==> src/rtl/ucsbece154a_memarb_if.sv <==
`default_nettype none
// ============================================================================
//  Module      : ucsbece154a_memarb_if
//  Description : Bundle of the two master request ports and the shared
//                memory port seen by the memory arbiter.
//  Revision    : 1.0 - initial release
// ============================================================================
interface ucsbece154a_memarb_if;
    // Port 0 (core)
    logic        p0_req_i;
    logic        p0_we_i;
    logic [31:0] p0_a_i;
    logic [31:0] p0_wd_i;
    logic        p0_gnt_o;
    logic [31:0] p0_rd_o;
    // Port 1 (debug/loader)
    logic        p1_req_i;
    logic        p1_we_i;
    logic [31:0] p1_a_i;
    logic [31:0] p1_wd_i;
    logic        p1_gnt_o;
    logic [31:0] p1_rd_o;
    // Shared memory port
    logic        mem_we_o;
    logic [31:0] mem_a_o;
    logic [31:0] mem_wd_o;
    logic [31:0] mem_rd_i;

    // Arbiter view
    modport slave (
        input  p0_req_i, p0_we_i, p0_a_i, p0_wd_i,
        output p0_gnt_o, p0_rd_o,
        input  p1_req_i, p1_we_i, p1_a_i, p1_wd_i,
        output p1_gnt_o, p1_rd_o,
        output mem_we_o, mem_a_o, mem_wd_o,
        input  mem_rd_i
    );

    // Masters-and-memory view
    modport master (
        output p0_req_i, p0_we_i, p0_a_i, p0_wd_i,
        input  p0_gnt_o, p0_rd_o,
        output p1_req_i, p1_we_i, p1_a_i, p1_wd_i,
        input  p1_gnt_o, p1_rd_o,
        input  mem_we_o, mem_a_o, mem_wd_o,
        output mem_rd_i
    );
endinterface
`default_nettype wire

==> src/rtl/ucsbece154a_memarb.sv <==
`default_nettype none
// ============================================================================
//  Module      : ucsbece154a_memarb
//  Description : Two-port round-robin memory arbiter with bounded bursts,
//                sharing one combinational-read memory between the core
//                (port 0) and a debug/loader master (port 1).
//  Revision    : 1.0 - initial release
// ============================================================================
module ucsbece154a_memarb #(
    parameter int MAX_BURST = 4
) (
    input  logic                        clk,
    input  logic                        reset,
    ucsbece154a_memarb_if.slave         bus
);

    localparam int                 c_cnt_w = $clog2(MAX_BURST) + 1;
    localparam logic [c_cnt_w:0]   c_max   = (c_cnt_w + 1)'(MAX_BURST);

    typedef enum logic [1:0] {
        S_IDLE = 2'd0,
        S_OWN0 = 2'd1,
        S_OWN1 = 2'd2
    } state_t;

    state_t               r_state;
    logic                 r_last;     // last port to lose ownership by burst limit
    logic [c_cnt_w-1:0]   r_cnt;      // grants taken in the current tenure

    logic                 w_gnt0;
    logic                 w_gnt1;
    logic [c_cnt_w:0]     w_cnt_nxt;
    logic                 w_more;

    // Grants are qualified by reset so nothing is performed in a reset cycle
    assign w_gnt0 = (r_state == S_OWN0) & bus.p0_req_i & ~reset;
    assign w_gnt1 = (r_state == S_OWN1) & bus.p1_req_i & ~reset;

    assign bus.p0_gnt_o = w_gnt0;
    assign bus.p1_gnt_o = w_gnt1;

    // Read data is broadcast; only the granted port consumes it
    assign bus.p0_rd_o = bus.mem_rd_i;
    assign bus.p1_rd_o = bus.mem_rd_i;

    // Burst accounting: another grant still fits in the current tenure
    assign w_cnt_nxt = {1'b0, r_cnt} + 1'b1;
    assign w_more    = (w_cnt_nxt < c_max);

    // Steer the owner's access onto the memory port; idle drives zeros
    always_comb begin
        bus.mem_we_o = 1'b0;
        bus.mem_a_o  = 32'd0;
        bus.mem_wd_o = 32'd0;
        case (r_state)
            S_OWN0: begin
                bus.mem_a_o  = bus.p0_a_i;
                bus.mem_wd_o = bus.p0_wd_i;
                bus.mem_we_o = w_gnt0 & bus.p0_we_i;
            end
            S_OWN1: begin
                bus.mem_a_o  = bus.p1_a_i;
                bus.mem_wd_o = bus.p1_wd_i;
                bus.mem_we_o = w_gnt1 & bus.p1_we_i;
            end
            default: ;
        endcase
    end

    // Ownership FSM with burst limit and round-robin tie-break
    always_ff @(posedge clk) begin
        if (reset) begin
            r_state <= S_IDLE;
            r_last  <= 1'b1;
            r_cnt   <= '0;
        end else begin
            case (r_state)
                S_IDLE: begin
                    r_cnt <= '0;
                    if (bus.p0_req_i && bus.p1_req_i)
                        r_state <= r_last ? S_OWN0 : S_OWN1;
                    else if (bus.p0_req_i)
                        r_state <= S_OWN0;
                    else if (bus.p1_req_i)
                        r_state <= S_OWN1;
                end
                S_OWN0: begin
                    if (bus.p0_req_i) begin
                        if (w_more) begin
                            r_cnt <= w_cnt_nxt[c_cnt_w-1:0];
                        end else if (bus.p1_req_i) begin
                            r_state <= S_OWN1;
                            r_cnt   <= '0;
                            r_last  <= 1'b0;
                        end else begin
                            r_cnt <= '0;
                        end
                    end else begin
                        r_cnt   <= '0;
                        r_state <= bus.p1_req_i ? S_OWN1 : S_IDLE;
                    end
                end
                S_OWN1: begin
                    if (bus.p1_req_i) begin
                        if (w_more) begin
                            r_cnt <= w_cnt_nxt[c_cnt_w-1:0];
                        end else if (bus.p0_req_i) begin
                            r_state <= S_OWN0;
                            r_cnt   <= '0;
                            r_last  <= 1'b1;
                        end else begin
                            r_cnt <= '0;
                        end
                    end else begin
                        r_cnt   <= '0;
                        r_state <= bus.p0_req_i ? S_OWN0 : S_IDLE;
                    end
                end
                default: begin
                    r_state <= S_IDLE;
                    r_cnt   <= '0;
                end
            endcase
        end
    end

endmodule
`default_nettype wire

==> src/flat_wrapper.sv <==
// flat-port wrapper written by rule: the top's interface ports become plain ports
module ucsbece154a_memarb_flat 
#(
    parameter int MAX_BURST = 4
)
  (clk, reset, bus_p0_req_i, bus_p0_we_i, bus_p0_a_i, bus_p0_wd_i, bus_p0_gnt_o, bus_p0_rd_o, bus_p1_req_i, bus_p1_we_i, bus_p1_a_i, bus_p1_wd_i, bus_p1_gnt_o, bus_p1_rd_o, bus_mem_we_o, bus_mem_a_o, bus_mem_wd_o, bus_mem_rd_i);
  ucsbece154a_memarb_if bus_i ();
  input  logic clk;
  input  logic reset;
  input wire logic [$bits(bus_i.p0_req_i)-1:0] bus_p0_req_i;
  input wire logic [$bits(bus_i.p0_we_i)-1:0] bus_p0_we_i;
  input wire logic [$bits(bus_i.p0_a_i)-1:0] bus_p0_a_i;
  input wire logic [$bits(bus_i.p0_wd_i)-1:0] bus_p0_wd_i;
  output wire logic [$bits(bus_i.p0_gnt_o)-1:0] bus_p0_gnt_o;
  output wire logic [$bits(bus_i.p0_rd_o)-1:0] bus_p0_rd_o;
  input wire logic [$bits(bus_i.p1_req_i)-1:0] bus_p1_req_i;
  input wire logic [$bits(bus_i.p1_we_i)-1:0] bus_p1_we_i;
  input wire logic [$bits(bus_i.p1_a_i)-1:0] bus_p1_a_i;
  input wire logic [$bits(bus_i.p1_wd_i)-1:0] bus_p1_wd_i;
  output wire logic [$bits(bus_i.p1_gnt_o)-1:0] bus_p1_gnt_o;
  output wire logic [$bits(bus_i.p1_rd_o)-1:0] bus_p1_rd_o;
  output wire logic [$bits(bus_i.mem_we_o)-1:0] bus_mem_we_o;
  output wire logic [$bits(bus_i.mem_a_o)-1:0] bus_mem_a_o;
  output wire logic [$bits(bus_i.mem_wd_o)-1:0] bus_mem_wd_o;
  input wire logic [$bits(bus_i.mem_rd_i)-1:0] bus_mem_rd_i;
  assign bus_i.p0_req_i = bus_p0_req_i;
  assign bus_i.p0_we_i = bus_p0_we_i;
  assign bus_i.p0_a_i = bus_p0_a_i;
  assign bus_i.p0_wd_i = bus_p0_wd_i;
  assign bus_p0_gnt_o = bus_i.p0_gnt_o;
  assign bus_p0_rd_o = bus_i.p0_rd_o;
  assign bus_i.p1_req_i = bus_p1_req_i;
  assign bus_i.p1_we_i = bus_p1_we_i;
  assign bus_i.p1_a_i = bus_p1_a_i;
  assign bus_i.p1_wd_i = bus_p1_wd_i;
  assign bus_p1_gnt_o = bus_i.p1_gnt_o;
  assign bus_p1_rd_o = bus_i.p1_rd_o;
  assign bus_mem_we_o = bus_i.mem_we_o;
  assign bus_mem_a_o = bus_i.mem_a_o;
  assign bus_mem_wd_o = bus_i.mem_wd_o;
  assign bus_i.mem_rd_i = bus_mem_rd_i;
  ucsbece154a_memarb #(.MAX_BURST(MAX_BURST)) u_core (.clk(clk), .reset(reset), .bus(bus_i));
endmodule
==> config.mk <==
export PLATFORM = sky130hd
export DESIGN_NAME = ucsbece154a_memarb_flat
export DESIGN_NICKNAME = d
export VERILOG_FILES = /design/src/rtl/ucsbece154a_memarb_if.sv /design/src/rtl/ucsbece154a_memarb.sv /design/src/flat_wrapper.sv
export SDC_FILE = /design/constraint.sdc
export NUM_CORES = 1
export LEC_CHECK = 0
export ABC_AREA = 1
export CAP_MARGIN = 10
export CORE_AREA = 5 5 112 114
export DETAILED_ROUTE_END_ITERATION = 16
export DIE_AREA = 0 0 117 119
export PLACE_DENSITY = 0.71
export SLEW_MARGIN = 20
export SYNTH_ARGS = -nofsm -noshare
export SYNTH_HDL_FRONTEND = slang
export SYNTH_SLANG_ARGS = --single-unit
export TNS_END_PERCENT = 100
==> constraint.sdc <==
create_clock -name clk -period 1.71 [get_ports clk]
set_input_delay 0.342 -clock clk [delete_from_list [all_inputs] [get_ports clk]]
set_output_delay 0.342 -clock clk [all_outputs]
set_load 0.01 [all_outputs]
After elaboration in Yosys (flattened, before gate mapping)

Index checks and enable logic that the tools add are counted.

Flip-flop bits (word level): 6
Input bits: 166
Word-level logic and storage cells: 54

Add/sub/neg operators: 1
Order comparisons: 1
Equality and inequality tests: 11
Muxes and demuxes: 26
Bitwise operators: 7
Reductions and logical operators: 5

Operators by type and width:

| operator              | count |
|---|---|
| $pmux W32 S2          | 2 |
| $mux W2               | 10 |
| $ne A2 B2 Y1 const B  | 6 |
| $mux W3               | 3 |
| $ne A3 B3 Y1 const B  | 3 |
| $mux W1               | 7 |
| $reduce_and A7 Y1     | 1 |
| $and A1 B1 Y1         | 6 |
| $pmux W2 S3           | 1 |
| $pmux W3 S2           | 1 |
| $add A3 B1 Y4 const B | 1 |
| $lt A4 B3 Y1 const B  | 1 |
| $pmux W1 S2           | 2 |
| $reduce_and A3 Y1     | 1 |
| $eq A2 B1 Y1 const B  | 1 |
| $eq A2 B2 Y1 const B  | 1 |
| $logic_not A2 Y1      | 1 |
| $reduce_bool A2 Y1    | 1 |
| $logic_and A1 B1 Y1   | 1 |
| $not A1 Y1            | 1 |

Longest topological paths before layout

Word-level depth: 5
Mapped depth: 8
Mapped depth without buffers: 8

Least setup slack after synthesis

OpenSTA, ideal clock, no wires.

Path type: reg2out
From: register u_core.r_state[0]
To: output port bus_mem_a_o[0]
Arrival: 1.273 ns
Setup slack: 0.095 ns
Cell stages (with the launch flop): 7
Path through: dfxtp_1 > inv_1 > ha_1 > inv_1 > buf_2 > buf_2 > a21oi_1

Cells in the longest elaborated chain, start to end: 2
Elaborated cells on any way between the ends: 3
Classes of those cells: eq/ne (2); mux (1)

RTL lines:

| element                                      | line                      | text |
|---|---|---|
| start: declaration                           | ucsbece154a_memarb.sv:26  | `state_t r_state;` |
| start signal: assignment                     | ucsbece154a_memarb.sv:81  | `r_state <= r_last ? S_OWN0 : S_OWN1;` |
| start signal: assignment                     | ucsbece154a_memarb.sv:100 | `r_state <= bus.p1_req_i ? S_OWN1 : S_IDLE;` |
| start signal: assignment                     | ucsbece154a_memarb.sv:116 | `r_state <= bus.p0_req_i ? S_OWN0 : S_IDLE;` |
| $eq A2 B2 Y1 or $eq A2 B1 Y1 (tied branches) | ucsbece154a_memarb.sv:55  | `case (r_state)` |
| $pmux W32 S2 *                               | ucsbece154a_memarb.sv:55  |  |
| end: declaration                             | flat_wrapper.sv:23        | `output wire logic [$bits(bus_i.mem_a_o)-1:0] bus_mem_a_o;` |

Every way passes the cells marked *; elsewhere a longest branch is shown, timed or not.

Worst setup path in the final report

From: register u_core.r_state[0]
To: output port bus_mem_a_o[15]

Same word-level chain as after synthesis.

==> results.toml <==
[cells_and_area]
drive_above_1_share_pct = 38.06
fin_nets = 667
fillCellCount = 1186
diodes = 0
fin_cells = 637
syn2layout_area_growth_pct = 132.5

[place]
place_congestion = 0.8491
portBuffers = 200
dp_slack_ns = -0.4836
dp_cells = 610
hpwl_mm = 7.183

[cts]
cts_buffers = 3
h-tree-depth = 1
clockRootBuffer = "clkbuf_16"
clk_latency_ns = 0.23
cts_max_path_buffers = 2
cts_tree = "yes"
cts_hold_buf = 0
cts.sinks = 6
clk_pin_slew_ns = 0.03

[global_route]
overflow = 0
grt_use_total_pct = 13.86
grt_pass1_wl_mm = 15.10
grt_pass1_vias = 2923
grt_start_max_net_pins = 19
antenna_found_initial = 0

[setup_path]
slowest_delay_ns = 0.36
cp.arrival_ns = 1.55
r2r-end = "u_core.r_state[0]"
r2r_slack_ns = 0.22
cp_data_required_time_ns = 1.37
crit_path_frequent_cell = "buf_12"
slowest_stage = "dfxtp_4"
reg2regPathDepth = 9
critPathBufInv = 5
startpoint_type = "flop"
cp-end-kind = "primary output"
reg2reg_from = "u_core.r_state[0]"
path_class = "flop to primary output"
crit_chain = "inv_6 > ha_4 > buf_12 > buf_12 > buf_16 > nand2_4 > a21oi_2 > buf_2"
crit_family = "buffers and inverters"
crit_fanout = 7

[yosys]
synth_area_sq_mm = 0.001807
synth_edf_count = 0
synth_nets = 508
synth.largest_area_cell = "buf_4"
yosys.area.top_type_share_pct = 30.33
syn_area_per_cell_sq_um = 5.361
yosysMostFrequentCell = "nand2_1"
synthTopCellsByCount = "nand2_1 (145), buf_4 (73), a21oi_1 (67), buf_2 (11), inv_1 (8)"
ys_dominant_reg_cell = "dfxtp_1"
ys_seq_area_share_pct = 6.648
yosys_warnings = 0
ys_ff_latch = 6
synthesis.instances = 337
ys_types = 17
yosys-top-cells-area = "buf_4 (30%), nand2_1 (30%), a21oi_1 (19%)"
async_flop_share_pct = 0

[routing]
via_count = 2768
ant_nets = 0
routedWlPerCell_microns = 17.31
vias_per_cell = 4.345
drt_pass1_iterations = 4
wl_mm = 11.03
drt_iter0_drc = 76
drc = 0

[floorplanning]
rows = 39
die_y_microns = 119
die-area_sq_mm = 0.01392
initial_core_util_pct = 15.96
num_io_pins = 297
die_x_microns = 117
core_region_area_sq_mm = 0.01132

[pwr]
combPwrFrac_pct = 77.9
power_frac_clock_pct = 15.3
powerDensity_mw_per_mm2 = 587.6
p_seq_share_pct = 6.9
sw_frac_of_total_pct = 39.85
intPower_w = 0.001484
vdd_drop_max_mv = 0.3071
p_leak_nw = 1.728
p_switching_w = 0.0009835

[outcome]
violations = "setup timing"
status = "complete, but fails checks"

[min_path]
hp-start = "u_core.r_cnt[0]"
hold_class = "flop to flop"
holdPathStages = 1
holdPathEnd = "u_core.r_cnt[0]"

[timing]
period_needed_ns = 1.888
max_freq_ghz = 0.5297
skew_ns = 0.0003787
report.final.setup_viol = 66
hold_viol_final = 0
period_share_pct = 110.4
rsz0062_at_grt = "yes"
postLayoutSetupSlackWorst_ns = -0.1778
slew_violations = 0
tns_ns = -6.043

[flow_run]
max_cap_viol_count = 0
## registers in the layout (all words and copies together), names as in the netlist
register,flops
u_core.r_cnt,3
u_core.r_last,1
u_core.r_state,2
## worst max path at each step
stage	slack, ns	end	depth (start not counted)	from
finish	-0.18	bus_mem_a_o[15]	8	u_core.r_state[0]
floorplan	0.1	bus_mem_a_o[0]	6	u_core.r_state[0]
detailed placement	-0.48	bus_mem_we_o	6	bus_p0_req_i
global route	-0.24	bus_mem_a_o[13]	8	u_core.r_state[1]
global placement	-0.49	bus_mem_we_o	6	bus_p0_req_i
CTS	-0.19	bus_mem_a_o[13]	8	u_core.r_state[0]
## logic make-up (layout without fill, tap and decap cells)
group | count (synthesis) | in the layout | synth area share [%]
AND/OR/NAND/NOR | 159 | 159 | 34.07
flip-flops | 6 | 6 | 6.648
other | 1 | 1 | 0.2076
buffers and inverters | 93 | 250 | 35.25
AO/OA/AOI/OAI | 73 | 73 | 20.36
adder cells (fa/ha/maj) | 5 | 5 | 3.463
## layer usage
layer  track usage (%)  wire (microns)
met1             14.48            3812
met2             25.85            5564
met3             4.615            1368
met4             3.943             280
met5                 0               0
## timing repair
item | CTS | global route
gates cloned | 11 | 3
gates resized for setup | 338 | 45
pin swaps | 16 | 18
endpoints found under the setup margin | 67 | 67
buffers inserted | 8 | 2
## power by group through the flow
| stage | clock network [W] | logic [W] | registers, W |
|---|---|---|---|
| after floorplan | 0 | 0.000692 | 0.000160 |
| final | 0.000377 | 0.00192 | 0.000169 |
| after global placement | 0 | 0.00126 | 0.000159 |
| after global routing | 0.000394 | 0.00205 | 0.000171 |
| after CTS | 0.000383 | 0.00178 | 0.000167 |
| after detailed placement | 0 | 0.00128 | 0.000160 |
## placed cells by master (no fill, tap or decap), drive strengths merged
cell | synthesis | layout
a21oi | 67 | 67
buf | 84 | 101
bufbuf | 0 | 2
clkbuf | 1 | 6
clkdlybuf4s50 | 0 | 133
conb | 1 | 1
dfxtp | 6 | 6
ha | 5 | 5
inv | 8 | 8
nand2 | 146 | 146
nand3 | 7 | 7
nor2 | 3 | 3
nor3 | 1 | 1
nor3b | 1 | 1
o211ai | 1 | 1
o21ai | 5 | 5
or2 | 1 | 1
## per-stage QoR
stage                     util, %  power [W]  area (sq um)  hold slack, ns
final                       37.10   0.002468          4200          0.4587
after global routing        37.10   0.002613          4200          0.4847
after CTS                   34.91   0.002326          3953          0.4550
after detailed placement    31.56   0.001443          3573          0.4506
after global placement      31.56   0.001419          3573          0.4359
after floorplan                 -  0.0008515          1807          0.4111
## final cells by class
type,instances,area (sq um),area share (%)
tap,143,178.9,4.260
inverter,8,45.04,1.072
multi-input combinational,238,1384,32.95
timing repair buffer,239,2390,56.90
clock buffer,3,75.07,1.787
sequential,6,127.6,3.038
Note: power is estimated with default switching activity, not from simulation.
